[src/rtl/segment_reader_if.sv]
// segment_reader_if: multiplexed seven-segment bus plus the decoded read-back results.
interface segment_reader_if #(
    parameter int NUM_DIGITS = 2,
    parameter int DW = 1
);
    logic a, b, c, d, e, f, g;
    logic [NUM_DIGITS-1:0] digit_sel;
    logic valid, err;
    logic [3:0] value;
    logic [DW-1:0] digit;
    logic [4*NUM_DIGITS-1:0] scores;
    modport master(output a, b, c, d, e, f, g, digit_sel, input valid, err, value, digit, scores);
    modport slave(input a, b, c, d, e, f, g, digit_sel, output valid, err, value, digit, scores);
endinterface

[src/rtl/segment_reader.sv]
// segment_reader: debounces a multiplexed seven-segment bus and decodes each stable frame to a value.
// Define SEGMENT_READER_HEX_EN to also accept the hex glyphs A..F as values 10..15.
module segment_reader #(
    parameter int NUM_DIGITS = 2,
    parameter int STABLE_CYCLES = 4,
    parameter int DW = 1
) (
    input logic clk,
    input logic reset,
    segment_reader_if.slave bus
);
    localparam int CW = $clog2(STABLE_CYCLES + 1);
    localparam logic [CW-1:0] LAST = CW'(STABLE_CYCLES - 1);
    typedef enum logic [1:0] {IDLE, SETTLE, LOCKED} state_t;
    state_t state;
    logic [NUM_DIGITS-1:0] held_sel, sel;
    logic [6:0] held_pat, pat;
    logic [CW-1:0] cnt;
    logic changed, blank, known, legal, fire;
    logic [3:0] dec;
    logic [DW-1:0] idx;
    assign sel = bus.digit_sel;
    assign pat = {bus.a, bus.b, bus.c, bus.d, bus.e, bus.f, bus.g};
    // Decoding the live sample covers both the settled case and the single-cycle lock.
    always_comb begin
        changed = {sel, pat} != {held_sel, held_pat};
        blank = sel == '0 || pat == '0;
        dec = 4'd0;
        known = 1'b1;
        case (pat)
            7'b1111110: dec = 4'd0;
            7'b0110000: dec = 4'd1;
            7'b1101101: dec = 4'd2;
            7'b1111001: dec = 4'd3;
            7'b0110011: dec = 4'd4;
            7'b1011011: dec = 4'd5;
            7'b1011111: dec = 4'd6;
            7'b1110000: dec = 4'd7;
            7'b1111111: dec = 4'd8;
            7'b1111011: dec = 4'd9;
`ifdef SEGMENT_READER_HEX_EN
            7'b1110111: dec = 4'd10;
            7'b0011111: dec = 4'd11;
            7'b1001110: dec = 4'd12;
            7'b0111101: dec = 4'd13;
            7'b1001111: dec = 4'd14;
            7'b1000111: dec = 4'd15;
`endif
            default: known = 1'b0;
        endcase
        legal = known && $onehot(sel);
        idx = '0;
        for (int i = 0; i < NUM_DIGITS; i++) if (sel[i]) idx = DW'(i);
        fire = changed ? (!blank && STABLE_CYCLES == 1) : (state == SETTLE && cnt == LAST);
    end
    always_ff @(posedge clk or posedge reset) begin
        if (reset) begin
            state <= IDLE;
            held_sel <= '0;
            held_pat <= '0;
            cnt <= '0;
            bus.valid <= 1'b0;
            bus.err <= 1'b0;
            bus.value <= '0;
            bus.digit <= '0;
            bus.scores <= '0;
        end else begin
            bus.valid <= fire && legal;
            bus.err <= fire && !legal;
            if (fire && legal) begin
                bus.value <= dec;
                bus.digit <= idx;
                bus.scores[idx*4 +: 4] <= dec;
            end
            if (changed) begin
                held_sel <= sel;
                held_pat <= pat;
                cnt <= CW'(1);
                state <= blank ? IDLE : fire ? LOCKED : SETTLE;
            end else if (state == SETTLE) begin
                cnt <= cnt + CW'(1);
                if (fire) state <= LOCKED;
            end
        end
    end
endmodule

[src/flat_wrapper.sv]
// flat-port wrapper written by rule: the top's interface ports become plain ports
module segment_reader_flat 
#(
    parameter int NUM_DIGITS = 2,
    parameter int STABLE_CYCLES = 4,
    parameter int DW = 1
)
  (clk, reset, bus_a, bus_b, bus_c, bus_d, bus_e, bus_f, bus_g, bus_digit_sel, bus_valid, bus_err, bus_value, bus_digit, bus_scores);
  segment_reader_if #(.NUM_DIGITS(NUM_DIGITS), .DW(DW)) bus_i ();
  input logic clk;
  input logic reset;
  input wire logic [$bits(bus_i.a)-1:0] bus_a;
  input wire logic [$bits(bus_i.b)-1:0] bus_b;
  input wire logic [$bits(bus_i.c)-1:0] bus_c;
  input wire logic [$bits(bus_i.d)-1:0] bus_d;
  input wire logic [$bits(bus_i.e)-1:0] bus_e;
  input wire logic [$bits(bus_i.f)-1:0] bus_f;
  input wire logic [$bits(bus_i.g)-1:0] bus_g;
  input wire logic [$bits(bus_i.digit_sel)-1:0] bus_digit_sel;
  output wire logic [$bits(bus_i.valid)-1:0] bus_valid;
  output wire logic [$bits(bus_i.err)-1:0] bus_err;
  output wire logic [$bits(bus_i.value)-1:0] bus_value;
  output wire logic [$bits(bus_i.digit)-1:0] bus_digit;
  output wire logic [$bits(bus_i.scores)-1:0] bus_scores;
  assign bus_i.a = bus_a;
  assign bus_i.b = bus_b;
  assign bus_i.c = bus_c;
  assign bus_i.d = bus_d;
  assign bus_i.e = bus_e;
  assign bus_i.f = bus_f;
  assign bus_i.g = bus_g;
  assign bus_i.digit_sel = bus_digit_sel;
  assign bus_valid = bus_i.valid;
  assign bus_err = bus_i.err;
  assign bus_value = bus_i.value;
  assign bus_digit = bus_i.digit;
  assign bus_scores = bus_i.scores;
  segment_reader #(.NUM_DIGITS(NUM_DIGITS), .STABLE_CYCLES(STABLE_CYCLES), .DW(DW)) u_core (.clk(clk), .reset(reset), .bus(bus_i));
endmodule
[config.mk]
export PLATFORM = sky130hd
export DESIGN_NAME = segment_reader_flat
export DESIGN_NICKNAME = d
export VERILOG_FILES = /design/src/rtl/segment_reader_if.sv /design/src/rtl/segment_reader.sv /design/src/flat_wrapper.sv
export SDC_FILE = /design/constraint.sdc
export NUM_CORES = 1
export LEC_CHECK = 0
export CAP_MARGIN = 10
export CORE_MARGIN = 4
export CORE_UTILIZATION = 31
export DETAILED_ROUTE_END_ITERATION = 7
export PLACE_DENSITY = 0.49
export SYNTH_ARGS = -nofsm -noshare
export SYNTH_HDL_FRONTEND = slang
export SYNTH_SLANG_ARGS = --single-unit
[constraint.sdc]
create_clock -name clk -period 2.4 [get_ports clk]
set_clock_uncertainty 0.05 [all_clocks]
set_input_delay 0.36 -clock clk [delete_from_list [all_inputs] [get_ports clk]]
set_output_delay 0.36 -clock clk [all_outputs]
set_load 0.02 [all_outputs]
==> results.cfg <==
[clock_tree]
cts_hold_buf = 0
htreeDepth = 2
cts_tree = yes
cts.reportedPaths.clkPinSlew_ps = 60
clk_latency_ps = 280
cts.path.max_buffers = 2
cts_sinks = 29
root_buffer = clkbuf_8
cts_buffers = 5
post_cts_buffers = 0

[worst_setup_path]
end_kind = register
worst-setup-path-type = in2reg
critPathMaxFanout = 5
cp_data_arrival_time_ps = 2350
start_kind = input port
cp_slowest_cell = or4_4
crit_path_max_incr_delay_ps = 520
required_ps = 2490
cp_cell_sequence = clkdlybuf4s50_1 -> xor2_1 -> or2_4 -> or4_4 -> or4_4 -> mux2i_1
path_common_cell = or4_4

[layout]
final_nets = 198
regArea_um2 = 726
synthToLayoutAreaGrowth_pct = 36.1
drive_gt1_frac = 0.211
post-route-util = 0.449
diodes = 0
multiInputGateArea_um2 = 646
finalNonFillerCells = 237
fillers = 422

[global_route]
grt_first_pass_wirelength_um = 5510
track_usage = 0.117
grt-ovfl-total = 0
antenna_found_initial = 0
grt_pass1_vias = 1182
grt_max_degree = 30

[placed_design]
place_congestion = 0.782
numPlacedInstances = 229
port_buffers = 25
hpwl_um = 2340

[sta]
rsz0062_at_grt = no
tightestPinTransition_ps = 446
report.final.hold_viol_count = 0
relSlewSlack = 0.699
setup_viol_count_final = 0
fmax_ghz = 0.442
drv_slew = 0
min_period_ps = 2260
period_share = 0.943
finalSetupTns_ps = 0

[floorplanning]
dieArea_um2 = 5940
initial_core_util = 0.330
rows = 24
die_w_um = 77.0
core-area_um2 = 4470
die_y_um = 77.0
ios = 26

[power]
p_int_uw = 763
vdd_ir_drop_max_mv = 0.254
p_per_area_nw_per_um2 = 500
pwr-share-comb = 0.129
p_clk_frac = 0.372
power.switching_uw = 243
p_seq_frac = 0.500
sw_frac_of_total = 0.242
total_power_uw = 1010
p_leak_uw = 0.00101

[routing]
firstDrtPassIters = 4
vias = 1101
wl_um = 3040
drc = 0
drt_iter0_markers = 30
ant_nets = 0
post_drt_via_cell_ratio = 4.65
wire_per_inst_um = 12.8

[logic_synthesis]
yosysWarningCount = 0
synth-seq-area-share = 0.491
syn_inst = 149
synth_cell_types = 35
syn-cell-area_um2 = 1480
syn-num-nets = 163
synth_seq_cells = 29
syn_area_per_cell_um2 = 9.92

[run_status]
status = finished, final reports clean

[flow_run]
cap_violations = 0

[min_path]
hp-class = in2reg
[layout make-up]
class / count / share of cell area
multi-input cells: 83 / 0.321
inverters: 18 / 0.0336
flip-flops and latches: 29 / 0.361
clock inverters: 2 / 0.00498
repair buffers: 47 / 0.211
well taps: 52 / 0.0324
clock buffers: 6 / 0.0361
[repair_timing]
action,CTS,global route
resized for setup,3,10
setup endpoints to repair,9,9
pin swaps,0,1
[kinds of logic (layout without fill, tap and decap cells)]
family / count (synthesis) / after routing / synth area share
buffers and inverters: 37 / 73 / 0.102
and+or+nand+nor: 41 / 41 / 0.157
DFF: 29 / 29 / 0.491
adders and majority gates: 3 / 3 / 0.0254
muxes: 13 / 13 / 0.0881
xor gates and xnor gates: 11 / 11 / 0.0703
AOI/OAI and AO/OA: 15 / 15 / 0.0661
[routing by layer]
layer | up-vias | part of all wire | global-route usage
li1 | 553 | - | -
met1 | 524 | 0.47 | 0.150
met5 | - | 0 | 0
met3 | 2 | 0.049 | 0.0527
met4 | 0 | 0.0026 | 0.0320
met2 | 22 | 0.47 | 0.179
[synthesized netlist by cell type]
cell	instances	share of area
o22ai_1	1	0.0042
a21bo_1	1	0.0068
buf_2	3	0.010
and2b_1	1	0.0051
or4_1	3	0.015
or3_1	2	0.0085
xor2_1	2	0.012
nor3_1	3	0.010
clkbuf_1	15	0.038
and3_1	2	0.0085
nand4b_1	1	0.0059
nor2_1	9	0.023
xor2_2	1	0.011
o211ai_1	1	0.0051
nand2b_1	3	0.013
o21ai_0	4	0.014
nand3_1	3	0.010
nand3b_1	1	0.0051
a21boi_0	1	0.0051
nor4_1	1	0.0042
inv_1	18	0.046
a21oi_1	3	0.010
o32ai_1	1	0.0059
ha_1	3	0.025
nand4_1	3	0.013
nand2_1	6	0.015
xnor2_1	8	0.047
a22oi_1	1	0.0051
a211oi_1	2	0.010
dfrtp_1	29	0.49
or4b_1	1	0.0068
mux2i_1	13	0.088
or2_4	1	0.0059
buf_6	1	0.0076
nor4_2	1	0.0085
[layout by cell type, fill, tap and decap left out, types with 2 or more instances in the layout]
cell type,n
nand3_1,3
and3_1,2
dfrtp_1,29
xnor2_1,7
ha_1,3
dlymetal6s2s_1,4
o21ai_0,4
nor3_1,3
nand4_1,3
or4_4,2
mux2i_1,13
nand2_1,6
inv_1,18
clkdlybuf4s50_1,20
buf_4,22
nor2_1,9
clkbuf_8,5
xor2_1,2
nand2b_1,3
a21oi_1,3
clkinv_2,2
[power by group through the flow]
stage | logic (uW) | clock network (uW) | registers, uW
floorplan | 71.5 | 0 | 510
global placement | 125 | 0 | 511
detailed placement | 126 | 0 | 511
CTS | 127 | 392 | 502
global route | 145 | 411 | 503
finish | 129 | 374 | 503
[worst max-delay path: cells and delay by family]
kind                   cells  cell delay, ps
buffers and inverters      1             430
XOR/XNOR                   1             170
multiplexers               1             140
AND/OR/NAND/NOR            3            1250
[per-stage QoR]
step	hold WS [ps]	area, um2	setup slack, ps
2_1_floorplan	388	1480	180
6_report	266	2010	136
5_1_grt	262	2010	21.5
3_3_place_gp	416	1880	-398
3_5_place_dp	423	1880	-440
4_1_cts	409	1970	45.9
[final timing paths]
kind	start	endpoint	slack (ps)	cells past startpoint
setup / recovery	bus_b	u_core.bus.scores[6]$_DFFE_PP0P_	140	6
hold / removal	bus_e	u_core.held_pat[2]$_DFFE_PP0P_	270	1
setup reg to reg	u_core.held_pat[0]$_DFFE_PP0P_	u_core.bus.scores[6]$_DFFE_PP0P_	220	5
hold reg to reg	u_core.bus.digit$_DFFE_PP0P_	u_core.bus.digit$_DFFE_PP0P_	430	1
max in group asynchronous	reset	u_core.held_pat[0]$_DFFE_PP0P_	1630	3
min in group asynchronous	reset	u_core.cnt[1]$_DFFE_PP0P_	400	3
[state kept, by name, summed over array words and instances (netlist names), 2 cells and up]
| name | count |
|---|---|
| u_core.cnt | 3 |
| u_core.state | 2 |
| u_core.held_sel | 2 |
| u_core.bus.value | 4 |
| u_core.held_pat | 7 |
| u_core.bus.scores | 8 |
(Power assumes the default switching activity.)
